File: src/rtl/skullfet_tester_pkg.sv
// Shared types and ideal truth tables for the SkullFET cell self-test sequencer.
package skullfet_tester_pkg;

    typedef enum logic [1:0] {
        ST_IDLE   = 2'd0,
        ST_DRIVE  = 2'd1,
        ST_SAMPLE = 2'd2,
        ST_DONE   = 2'd3
    } state_t;

    localparam int NUM_VECTORS = 4;

    // Ideal inverter response: inv_a is driven from idx[0].
    function automatic logic exp_inv(input logic [1:0] idx);
        case (idx)
            2'd0:    return 1'b1;
            2'd1:    return 1'b0;
            2'd2:    return 1'b1;
            2'd3:    return 1'b0;
            default: return 1'b1;
        endcase
    endfunction

    // Ideal NAND response: nand_a = idx[1], nand_b = idx[0].
    function automatic logic exp_nand(input logic [1:0] idx);
        case (idx)
            2'd3:    return 1'b0;
            default: return 1'b1;
        endcase
    endfunction

endpackage

File: src/rtl/skullfet_sync2.sv
// Two-flop synchronizer for an asynchronous SkullFET cell output.
module skullfet_sync2 (
    input  logic clk,
    input  logic rst,
    input  logic d,
    output logic q
);

    logic meta_r;

    // Capture the asynchronous input and let metastability resolve for one cycle.
    always_ff @(posedge clk or posedge rst) begin
        if (rst) begin
            meta_r <= 1'b0;
            q      <= 1'b0;
        end else begin
            meta_r <= d;
            q      <= meta_r;
        end
    end

endmodule

File: src/rtl/skullfet_cell_tester.sv
// Self-test sequencer: drives all four vectors into the SkullFET inverter/NAND
// cells, samples their synchronized outputs after a settle time and logs mismatches.
module skullfet_cell_tester
    import skullfet_tester_pkg::*;
#(
    parameter int SETTLE_CYCLES = 4,
    parameter int ERR_W         = 8
) (
    input  logic             wb_clk_i,
    input  logic             wb_rst_i,
    input  logic             start,
    input  logic             loop_en,
    output logic             inv_a,
    output logic             nand_a,
    output logic             nand_b,
    input  logic             inv_y,
    input  logic             nand_y,
    output logic             busy,
    output logic             done,
    output logic             pass,
    output logic [7:0]       fail_map,
    output logic [ERR_W-1:0] err_count
);

    localparam logic [7:0] SETTLE_LOAD = 8'(SETTLE_CYCLES - 1);

    state_t           state_r;
    logic [1:0]       idx_r;
    logic [7:0]       cnt_r;
    logic             inv_sync_s;
    logic             nand_sync_s;
    logic [1:0]       idx_inc_s;
    logic             inv_err_s;
    logic             nand_err_s;
    logic [7:0]       fail_next_s;
    logic [ERR_W:0]   err_sum_s;
    logic [ERR_W-1:0] err_next_s;

    skullfet_sync2 u_sync_inv (
        .clk (wb_clk_i),
        .rst (wb_rst_i),
        .d   (inv_y),
        .q   (inv_sync_s)
    );

    skullfet_sync2 u_sync_nand (
        .clk (wb_clk_i),
        .rst (wb_rst_i),
        .d   (nand_y),
        .q   (nand_sync_s)
    );

    // Compare the synchronized cell outputs for the current vector and build the result updates.
    always_comb begin
        idx_inc_s   = idx_r + 2'd1;
        inv_err_s   = (inv_sync_s != exp_inv(idx_r));
        nand_err_s  = (nand_sync_s != exp_nand(idx_r));
        fail_next_s = fail_map;
        fail_next_s[{1'b0, idx_r}] = fail_map[{1'b0, idx_r}] | inv_err_s;
        fail_next_s[{1'b1, idx_r}] = fail_map[{1'b1, idx_r}] | nand_err_s;
        // One extra bit catches a +1/+2 overflow so the count can stick at all-ones.
        err_sum_s = {1'b0, err_count} + {{ERR_W{1'b0}}, inv_err_s} + {{ERR_W{1'b0}}, nand_err_s};
        if (err_sum_s[ERR_W]) begin
            err_next_s = {ERR_W{1'b1}};
        end else begin
            err_next_s = err_sum_s[ERR_W-1:0];
        end
    end

    // Sequencer FSM with registered stimulus, status and result outputs.
    always_ff @(posedge wb_clk_i or posedge wb_rst_i) begin
        if (wb_rst_i) begin
            state_r   <= ST_IDLE;
            idx_r     <= 2'd0;
            cnt_r     <= 8'd0;
            inv_a     <= 1'b0;
            nand_a    <= 1'b0;
            nand_b    <= 1'b0;
            busy      <= 1'b0;
            done      <= 1'b0;
            pass      <= 1'b0;
            fail_map  <= 8'h00;
            err_count <= {ERR_W{1'b0}};
        end else begin
            done <= 1'b0;
            case (state_r)
                ST_IDLE: begin
                    inv_a  <= 1'b0;
                    nand_a <= 1'b0;
                    nand_b <= 1'b0;
                    if (start) begin
                        state_r   <= ST_DRIVE;
                        idx_r     <= 2'd0;
                        cnt_r     <= SETTLE_LOAD;
                        fail_map  <= 8'h00;
                        err_count <= {ERR_W{1'b0}};
                        busy      <= 1'b1;
                    end else begin
                        busy <= 1'b0;
                    end
                end
                ST_DRIVE: begin
                    if (cnt_r == 8'd0) begin
                        state_r <= ST_SAMPLE;
                    end else begin
                        cnt_r <= cnt_r - 8'd1;
                    end
                end
                ST_SAMPLE: begin
                    fail_map  <= fail_next_s;
                    err_count <= err_next_s;
                    if (idx_r == 2'd3) begin
                        state_r <= ST_DONE;
                        done    <= 1'b1;
                        pass    <= (fail_next_s == 8'h00);
                        inv_a   <= 1'b0;
                        nand_a  <= 1'b0;
                        nand_b  <= 1'b0;
                    end else begin
                        state_r <= ST_DRIVE;
                        idx_r   <= idx_inc_s;
                        cnt_r   <= SETTLE_LOAD;
                        inv_a   <= idx_inc_s[0];
                        nand_a  <= idx_inc_s[1];
                        nand_b  <= idx_inc_s[0];
                    end
                end
                ST_DONE: begin
                    inv_a  <= 1'b0;
                    nand_a <= 1'b0;
                    nand_b <= 1'b0;
                    if (loop_en) begin
                        state_r  <= ST_DRIVE;
                        idx_r    <= 2'd0;
                        cnt_r    <= SETTLE_LOAD;
                        fail_map <= 8'h00;
                    end else begin
                        state_r <= ST_IDLE;
                        busy    <= 1'b0;
                    end
                end
                default: begin
                    state_r <= ST_IDLE;
                    busy    <= 1'b0;
                end
            endcase
        end
    end

endmodule

File: config.mk
export PLATFORM = sky130hd
export DESIGN_NAME = skullfet_cell_tester
export DESIGN_NICKNAME = d
export VERILOG_FILES = /design/src/rtl/skullfet_tester_pkg.sv /design/src/rtl/skullfet_sync2.sv /design/src/rtl/skullfet_cell_tester.sv
export SDC_FILE = /design/constraint.sdc
export NUM_CORES = 1
export LEC_CHECK = 0
export CAP_MARGIN = 10
export CORE_ASPECT_RATIO = 1.1
export CORE_UTILIZATION = 40
export DETAILED_ROUTE_END_ITERATION = 7
export GPL_TIMING_DRIVEN = 1
export PLACE_DENSITY = 0.75
export SLEW_MARGIN = 20
export SYNTH_ARGS = -nofsm -noshare
export SYNTH_HDL_FRONTEND = slang
export SYNTH_SLANG_ARGS = --single-unit
File: constraint.sdc
create_clock -name wb_clk_i -period 2.5 [get_ports wb_clk_i]
set_input_delay 0.5 -clock wb_clk_i [delete_from_list [all_inputs] [get_ports wb_clk_i]]
set_output_delay 0.5 -clock wb_clk_i [all_outputs]
set_load 0.01 [all_outputs]
# After elaboration in Yosys (flattened, before gate mapping)
# Index checks and enable logic that the tools add are counted.
# totals
inputBits	6
word_cells	98
reg_bits	37
output_inout_bits	22
# classes
order_cmp	4
mux	40
bitwise	2
n_reduce_logical	20
add_sub_neg	4
n_eq_ne	14
# ops
cell	count
8-bit two-way mux	7
8-bit one-hot mux with 4 select lines	1
8-bit one-hot mux with 3 select lines	1
8-bit bitwise mux	2
8-bit zero test	2
8-bit one-hot mux with 2 select lines	1
1-bit two-way mux	12
2-bit two-way mux	6
2-bit != test (second input constant)	6
8-bit by 1-bit adder with 9-bit output	1
9-bit by 1-bit adder with 9-bit output	1
2-bit equality test (second input constant)	4
1-bit one-hot mux with 2 select lines	4
2-bit one-hot mux with 4 select lines	1
2-bit AND reduction	4
4-bit AND reduction	2
8-bit by 1-bit subtractor with 8-bit output (second input constant)	1
2-bit one-hot mux with 3 select lines	1
2-bit nonzero test	3
2-bit OR reduction	3
1-bit binary-select mux with 2-bit select	2
1-bit demux with 2-bit select	2
2-bit by 1-bit equality test with 1-bit output (second input constant)	2
2-bit zero test	2
other kinds (10)	13

# Logic depth before layout (Yosys ltp)
# Gate-level depths: netlist of run 1.
# logic_depth
word_depth	8
depth_mapped	11
depth_no_buf	11

# Modules after synthesis
# A second synthesis of run 1 with hierarchy kept.
# hier_totals
cells_unflattened	215
hier_area_um2	2054.5
# by_module_without_submodules
module	n_inst	area_per_inst_um2	cells_per_inst	seq_area_each_um2
skullfet_cell_tester	1	1946.9	209	825.8
skullfet_sync2	2	53.8	3	50.0

# Worst setup path before layout of run 1
# No wires, ideal clock.
# synth_timing
kind	reg-to-reg
startpoint	register idx_r[0]
endpoint	register err_count[3]
t_required_ns	2.423
setup_slack_ns	0.012
n_path_buf	0
setup_time_ns	0.077
synth_period_minus_slack_ns	2.488
arrival_time_ns	2.411
stages_incl_launch_ff	11
path_cell_list	dfrtp_1 ha_1 nor3_1 nor2_1 fa_1 inv_1 ha_1 nand3_1 nor2_1 o211ai_1 a21oi_1
# synth_between
elab_chain_cells	8
elab_cells_between_ends	14
classes_between	add/sub: 2; eq/ne: 5; mux: 4; reduce/logical: 3
# synth_rtl
item	line_no	text
from (decl)	skullfet_cell_tester.sv:28	logic [1:0] idx_r;
from (signal assigned)	skullfet_cell_tester.sv:121	idx_r <= idx_inc_s;
2-bit equality test (tied with other cells)	skullfet_tester_pkg.sv:15, skullfet_tester_pkg.sv:26	
2-bit OR reduction (no line)	--	
1-bit one-hot mux with 2 select lines	skullfet_tester_pkg.sv:15	case (idx)
1-bit != test	skullfet_cell_tester.sv:56	inv_err_s = (inv_sync_s != exp_inv(idx_r));
8-bit by 1-bit adder with 9-bit output	skullfet_cell_tester.sv:62	err_sum_s = {1'b0, err_count} + {{ERR_W{1'b0}}, inv_err_s} + {{ERR_W{1'b0}}, nand_err_s};
9-bit by 1-bit adder with 9-bit output *	skullfet_cell_tester.sv:62	
8-bit two-way mux *	skullfet_cell_tester.sv:63	if (err_sum_s[ERR_W]) begin
8-bit one-hot mux with 2 select lines *	skullfet_cell_tester.sv:86	case (state_r)
to (signal assigned)	skullfet_cell_tester.sv:83	err_count <= {ERR_W{1'b0}};
to (signal assigned)	skullfet_cell_tester.sv:96	err_count <= {ERR_W{1'b0}};
to (signal assigned)	skullfet_cell_tester.sv:111	err_count <= err_next_s;
to (decl)	skullfet_cell_tester.sv:22	output logic [ERR_W-1:0] err_count
# Every way passes the cells marked *; elsewhere a longest branch is shown, timed or not.
# A chain may end at the register's enable or synchronous reset.

# Final worst setup path of run 1
# layout_timing
startpoint	register idx_r[1]
endpoint	register err_count[4]
# The elaborated chain is that of the path after synthesis.

==> results.md, run 1 <==
Outcome:
- The flow ran to the end, and the final reports show no timing, DRC or antenna violations.

Logic synthesis:
- The commonest cells after synthesis are 37 x dfrtp_1, 18 x nand2_1, 16 x inv_1, 15 x o21ai_1, 13 x ha_1.
- The synthesized netlist occupies a cell area of 2146 µm².
- The sequential element share of the synthesized area is 0.4315.
- The number of enable flip-flop cells after synthesis is 0.
- The fraction of synthesis flops using an asynchronous set or reset pin is 1.000.
- Yosys printed 0 warnings.
- The share of synthesized area in the top cell type comes to 0.4315.
- After synthesis, the cell types taking the most area are dfrtp_1 43%, ha_1 7.6%, o21ai_1 3.5%, nand2_1 3.1%, inv_1 2.8%.
- After synthesis, the mean cell area works out to 9.754 µm².
- dfrtp_1 takes more of the synthesized area than any other cell.
- In this run, synthesis produced a sequential element count of 37.
- The synthesized net count is 240.
- The number of instances in the synthesized netlist is 220.
- The most used standard cell by instance count after synthesis is dfrtp_1.
- The number of different library cells in the post-synthesis netlist is 54.
- In the synthesized netlist the dominant register cell turns out to be dfrtp_1.

Global routing:
- The initial antenna violation count was 0.
- Across every metal layer, demand over resource in global routing totals 0.1737.
- The number of global-route vias before repair is 1676.
- The first-pass GRT wire length is 7679 µm.
- The pin count of the biggest net entering global routing is 38.
- For this run the aggregate overflow at the end of global routing stands at 0.

STA:
- The max-slew violation count came to 0.
- The final number of setup-violating endpoints is 0.
- After routing, the total negative slack on setup checks comes to 0 ns.
- The setup slack of the critical path after layout is 0.1701 ns.
- The minimum period implied by the final worst setup slack is 2.330 ns.
- Dividing the final minimum period by the clock period gives 0.9319.
- The measured slew at the worst slew-check pin is 0.4636 ns.
- The post-route clock skew is 0.009569 ns.
- In this run the tightest slew margin relative to its limit is 0.6909.
- For this run, the top clock speed supported by timing is 0.4292 GHz.
- The number of failing hold endpoints at the final stage is 0.
- Setup repair after global routing left no endpoint under its margin.

Final layout:
- Counting the fill cells in the layout gives 473.
- For this run, the share of the core covered by cells in the final layout is 0.5284.
- The area used by sequential logic in the layout is 925.9 µm².
- The number of antenna diodes is 0.
- The cell area after layout is 2678 µm².
- The synthesis-to-layout area growth is 24.78%.
- In the final layout, the share of cells above drive strength 1 is 0.1406.
- The net count of the finished layout is 275.
- The multi-input gate area in the final layout is 1161 µm².

Critical path:
- By instance count, the cell type seen most on the critical path is inv_1.
- The capturing element of the worst setup path is err_count[4].
- The largest single stage delay on the critical path is 0.43 ns.
- The data required time of the critical path is 2.74 ns.
- In this run the critical register-to-register path is captured at err_count[4].
- The launching element of the worst setup path is idx_r[1].
- The number of buffers and inverters on the critical path is 2.
- The cell family with the largest share of critical-path delay is adder cells.
- The signal on the critical path passes through inv_1 > ha_1 > o21a_1 > nor2_1 > fa_1 > inv_1 > ha_2 > and3_1 > a21oi_1 > a31oi_1 > a22o_1.
- The top fanout value on the critical path is 5.
- The depth of the worst register-to-register path is 11.
- Among all stages on the critical path, the largest delay is contributed by dfrtp_1.
- The worst register-to-register path has a setup slack of 0.17 ns.
- The total number of cells along the worst setup path is 11.
- Data on the critical path arrives at its endpoint at 2.57 ns.
- The worst setup path is of the register to register kind.
- The type of element capturing the critical path is a register.
- The worst setup path is launched from a register.
- The start of the worst register-to-register path is idx_r[1].

Placement:
- The post-placement worst setup slack is 0.02525 ns.
- In this run the cell area measured after placement is 2516 µm².
- During placement, the flow inserted port buffers numbering 27.
- The routability congestion estimate is 0.8216.
- The HPWL after detailed placement is 3217 µm.

Worst hold path:
- Counting instances, the worst hold path has a depth of 0.
- The worst min-delay path category is register to register.

CTS:
- The clock root buffer master is clkbuf_8.
- In this run the number of H-tree levels came out at 2.
- In this run, CTS created clock tree buffers numbering 5.
- Once the clock tree was built, the setup fixing pass inserted 0 buffers.
- TritonCTS built the clock tree.
- The number of buffers on the longest clock path is 2.
- Clock latency on the worst-skew pair, taken at its later pin, is 0.29 ns.
- Clock-pin slew was measured on the worst setup and hold paths at 0.08 ns.
- The number of clock sinks is 37.

Routing:
- The routed wire length is 4632 µm.
- For this block, the initial DRC count from the detailed router was 55.
- The detail route stage leaves a number of antenna-violating nets equal to 0.
- The detailed-route wire length per cell is 14.75 µm.
- The pre-antenna-repair detailed-routing pass consisted of 4 iterations.
- The number of vias per cell after detailed routing is 5.726.
- For this run, design rule violations remaining after detail routing come to 0.
- The total via count in the routed design is 1798.

Power:
- The leakage power figure is 1.155 nW.
- For this design the ratio of total power to cell area is 1014 nW/µm².
- The worst-case IR drop observed on VDD is 501.2 µV.
- The completed layout was analyzed and its total power is 2.714 mW.

Floorplan:
- The initial core utilization is 0.4235.
- The die covers 5662 µm².
- 28 I/O pins were placed.
- The floorplan row count is 27.
- The die boundary height is 78.82 µm.
- The die is 71.84 µm wide.
- The area of the core is 5067 µm².

Job:
- The tool flagged a number of max-cap violations equal to 0.
==> repair_timing <==
action | 4_1_cts | 5_1_grt
setup endpoints to repair | 0 | 8
hold buffers | 0 | 0
hold endpoints to repair | 0 | 0
gates resized for setup | 0 | 9
==> cells in the final DEF, fill, tap and decap left out, types with 2 or more instances in the layout <==
cell type	n
o21ai_0	11
a22o_1	2
clkdlybuf4s50_1	27
buf_4	9
a41oi_1	2
nor4_1	3
dfrtp_1	37
a21oi_1	10
nor3_2	2
nand3_1	4
o21ai_1	14
nand2_1	18
nor2_1	11
clkbuf_8	6
o31ai_1	8
mux4_2	2
o31a_1	2
inv_1	16
nand2b_1	3
a21boi_1	3
nand4_1	3
and3_1	3
ha_1	11
ha_2	2
nor3_1	6
o21a_1	3
o2bb2ai_1	2
a31oi_1	2
or4_1	4
==> routing by layer <==
layer	up-vias	global-route usage	routed length, µm	share of wire
li1	883	-	-	-
met1	876	0.2219	2156	0.47
met2	33	0.2840	2256	0.49
met3	6	0.04061	161	0.035
met4	0	0.06863	58	0.013
met5	-	0	0	0
==> report_power, final <==
| group | switching [mW] | internal [mW] | total, mW |
|---|---|---|---|
| clock network | 0.220 | 0.324 | 0.544 |
| registers | 0.155 | 0.733 | 0.888 |
| logic | 0.727 | 0.555 | 1.28 |
| total | 1.10 | 1.61 | 2.71 |
==> sequential cells by signal, indices dropped and copies added (netlist names) <==
signal              flops
busy                    1
cnt_r                   8
done                    1
err_count               8
fail_map                8
idx_r                   2
nand_a                  1
nand_b                  1
pass                    1
state_r                 2
u_sync_inv.meta_r       1
u_sync_inv.q            1
u_sync_nand.meta_r      1
u_sync_nand.q           1
==> logic make-up after synthesis <==
logic type,share of synthesized area
muxes,0.02565
adders and majority gates,0.08513
and+or+nand+nor,0.1913
DFF,0.4315
buffers and inverters,0.04664
AOI/OAI and AO/OA,0.2158
xor gates and xnor gates,0.004082
==> worst min-delay path by stage <==
stage / startpoint / to / slack [ns]
after floorplan: u_sync_inv.meta_r / u_sync_inv.q / 0.33
after global placement: u_sync_inv.meta_r / u_sync_inv.q / 0.33
after detailed placement: u_sync_inv.meta_r / u_sync_inv.q / 0.34
after CTS: u_sync_inv.meta_r / u_sync_inv.q / 0.35
after global routing: u_sync_nand.meta_r / u_sync_nand.q / 0.36
final: u_sync_nand.meta_r / u_sync_nand.q / 0.35
==> metrics by stage <==
stage	hold WS [ns]	cells
2_1_floorplan	0.3312	220
3_3_place_gp	0.3328	306
3_5_place_dp	0.3356	306
4_1_cts	0.3521	314
5_1_grt	0.3575	314
6_report	0.3455	314
==> final cells by class <==
class | instances | area share
sequential | 37 | 0.3458
tap | 58 | 0.02710
clock inverter | 2 | 0.01402
clock buffer | 6 | 0.03084
multi-input combinational | 159 | 0.4336
timing repair buffer | 36 | 0.1262
inverter | 16 | 0.02243
No activity file was read; power rests on OpenSTA's default activity.
==> run 2: changes to the inputs <==
ABC_CLOCK_PERIOD_IN_PS = 2500   (was unset)
CORE_UTILIZATION = 45   (was 40)
PLACE_DENSITY = 0.82   (was 0.75)
==> run 2 against run 1 <==
  * Count of clock-buffer cells in the layout stayed put
  * Register-to-register slack hardly changed
  * Wire length is 6.0% higher
  * Largest power group unchanged
  * Die area is 11% lower
  * Total power is 2.8% lower
  * Clock skew is 0.0041 ns lower
  * Hold slack better by 0.0038 ns
  * Largest cell class unchanged
  * Flip-flop and latch count stayed put
  * Sequential share of layout area is 0.061 points higher
  * Cell count is 0.96% lower
  * Via count is 2.8% higher
  * Global-route usage is 3.9 points higher
==> results.md, run 2 (synthesis gave the netlist of run 1 again) <==
Outcome:
- The flow ran to the end, and the final reports show no timing, DRC or antenna violations.

Routing:
- The DRC violations left is 0 (unchanged).
- The detailed-route wire length per cell is 15.79 µm (+7.0%).
- The number of antenna-violating nets in the routed design is 0 (unchanged).
- The total via count in the routed design is 1849 (+2.8%).
- The routed wire length was 4911 µm (+6.0%).
- The detailed-routing iteration count for the pre-antenna-repair pass is 4 (unchanged).
- The violation count after the first detailed-routing iteration came to 81 (+47%).
- The number of vias per cell after detailed routing is 5.945 (+3.8%).

Global routing:
- The initial antenna violation count is 0 (unchanged).
- The layer flagged by global routing as most heavily used is met2.
- The met2 layer usage reported by global route was 0.3454 (+0.06147).
- The number of global-route vias before repair is 1763 (+5.2%).
- The leftover overflow at the end of global routing is 0 (unchanged).
- The first-pass GRT wire length is 7948 µm (+3.5%).
- The pin count of the biggest net entering global routing is 38 (unchanged).
- The met1 capacity usage during global routing came to 0.2769 (+0.05496).
- The met3 demand-to-capacity share in global routing was 0.05061 (+0.01000).
- The overall global routing resource usage is 0.2128 (+0.03906).

CTS:
- The TritonCTS buffer count is 5 (unchanged).
- The H-tree depth is 2 (unchanged).
- The number of clock sinks is 37 (unchanged).
- The clock insertion delay at the later pin of the skew report is 0.29 ns (about the same).
- The cts-stage hold buffer count came to 0 (unchanged).
- The clock transition at the registers of the reported paths is 0.07 ns (about the same).
- The clock tree from TritonCTS is done.
- The clock root buffer master is clkbuf_8.
- The number of buffers on the longest clock path is 2 (unchanged).

Critical path:
- The data required time of the critical path is 2.69 ns (-0.05 ns).
- The depth of the worst register-to-register path is 11 (unchanged).
- The capturing element of the worst setup path is err_count[2].
- The reg-to-reg critical path endpoint is err_count[2].
- The top fanout value on the critical path is 7 (+2).
- The type of the worst setup path is register to register.
- Tracing the worst setup path back leads to its startpoint at idx_r[1].
- The sort of element at the start of the critical path is a register.
- The register-to-register setup slack came to 0.17 ns (about the same).
- The arrival time of the worst setup path is 2.52 ns (-0.05 ns).
- The worst setup path is captured at a register.
- The start of the worst register-to-register path is idx_r[1].

STA:
- The measured slew at the worst slew-check pin is 0.4625 ns (-0.001147 ns).
- The worst max-slew margin expressed relative to the limit was 0.6917 (+0.0007650).
- The final critical-path share of the clock period is 0.9304 (-0.001545).
- The maximum clock rate is 0.4299 GHz (+0.17%).
- The number of failing hold endpoints at the final stage is 0 (unchanged).
- The max-slew violation count came to 0 (unchanged).
- The setup total negative slack is 0 ns (unchanged).
- The minimum period implied by the final worst setup slack is 2.326 ns (-0.003862 ns).
- The final number of setup-violating endpoints came to 0 (unchanged).
- The post-route clock skew is 0.005489 ns (-0.004080 ns).

Final layout:
- The end-of-flow core utilization came to 0.6034 (+0.07499).
- The final-stage net count is 277 (+0.73%).
- The number of standard cells in the layout, taps in and fillers out is 311 (-0.96%).
- The fraction of layout cells with a size suffix above 1 was 0.1595 (+0.01891).
- The fill cell total of the finished layout is 374 (-21%).
- The multi-input gate area in the final layout is 1181 µm² (+1.7%).
- The most common cell after layout, fill and taps aside is dfrtp_1.
- The largest registers in the layout are cnt_r x8, err_count x8, fail_map x8.
- The cell area after layout was 2680 µm² (about the same).
- The area used by sequential logic in the layout is 928.4 µm² (+0.27%).
- The synthesis-to-layout area growth is 24.90% (about the same).
- The number of antenna diodes is 0 (unchanged).
- In the layout the commonest cells are 35 x dfrtp_1, 27 x clkdlybuf4s50_1, 18 x nand2_1.

Power:
- The leakage power figure is 1.148 nW (-0.65%).
- The areal power density over the cells is 984.0 nW/µm² (-2.9%).
- The highest ir drop seen on vdd is 570.1 µV (+14%).

Floorplan:
- The floorplan row count is 25 (-7.4%).
- The die boundary height is 74.43 µm (-5.6%).
- The initial core utilization came to 0.4831 (+0.05964).
- The width of the die is 67.84 µm (-5.6%).
- The area of the core is 4442 µm² (-12%).
- The boundary pin count is 28 (unchanged).
- The floorplan die area is 5049 µm² (-11%).

Placement:
- The routability congestion estimate is 0.8136 (-0.97%).
- The placed cell count was 302 (-1.3%).
- The number of port buffers is 27 (unchanged).
- The post-placement cell area was 2511 µm² (-0.20%).
- The HPWL after detailed placement is 3378 µm (+5.0%).

Job:
- The max-capacitance violation count is 0 (unchanged).

Worst hold path:
- The number of cells traversed by the worst hold path is 0 (unchanged).
- The worst min-delay path category is register to register.
-- run 2: changes by cell type in the layout (fill, tap and decap cells not counted), sizes merged --
cell,before,now
buf,9,11
bufinv,1,0
-- run 2: area by class of cell --
| type | count | share of cell area |
|---|---|---|
| Multi-Input combinational cell | 159 | 0.4407 |
| Tap cell | 54 | 0.02521 |
| Sequential cell | 37 | 0.3464 |
| Inverter | 16 | 0.02241 |
| Clock inverter | 1 | 0.002801 |
| Timing Repair Buffer | 38 | 0.1317 |
| Clock buffer | 6 | 0.03081 |
-- run 2: per-layer routing --
layer | wire (µm) | vias to the layer above | share of wire
met5 | 0 | - | 0
met4 | 60 | 0 | 0.012
met3 | 227 | 5 | 0.046
met2 | 2411 | 52 | 0.49
met1 | 2211 | 907 | 0.45
li1 | - | 885 | -
-- run 2: timing repair --
item	CTS	global route
setup endpoints to repair	3	7
resized for setup	3	11
buffers inserted	0	2
pin swaps	0	2
-- run 2: metrics by stage --
stage,setup slack (ns),power [mW],hold WS [ns]
3_3_place_gp,0.1024,2.124,0.3318
5_1_grt,-0.02006,2.837,0.3618
2_1_floorplan,0.01153,1.772,0.3312
3_5_place_dp,-0.05511,2.162,0.3358
6_report,0.1740,2.637,0.3493
4_1_cts,0.03540,2.599,0.3525
-- run 2: report_power, final --
group	total, mW	switching, mW	internal [mW]
registers	0.900	0.165	0.735
clock network	0.426	0.208	0.218
logic	1.31	0.746	0.565
-- run 2: worst min-delay path by stage --
stage | start | to | slack, ns
after CTS | u_sync_inv.meta_r | u_sync_inv.q | 0.35
after global routing | u_sync_inv.meta_r | u_sync_inv.q | 0.36
after global placement | u_sync_nand.meta_r | u_sync_nand.q | 0.33
final | u_sync_inv.meta_r | u_sync_inv.q | 0.35
after detailed placement | u_sync_inv.meta_r | u_sync_inv.q | 0.34
after floorplan | u_sync_inv.meta_r | u_sync_inv.q | 0.33
-- run 2: critical path: stages, from the launching register on --
cell     delay [ns]
dfrtp_2        0.42
inv_1          0.07
ha_1           0.22
nor3_2         0.20
nor2_1         0.08
fa_1           0.38
inv_1          0.11
ha_4           0.17
nand3_4        0.13
nor2_4         0.16
nor3_1         0.07
nor3_1         0.22
==> run 3: changes to the inputs <==
SLEW_MARGIN = 10   (was 20)
==> results of run 3 <==
No change in the layout: final DEF, timing and power equal those of run 2.
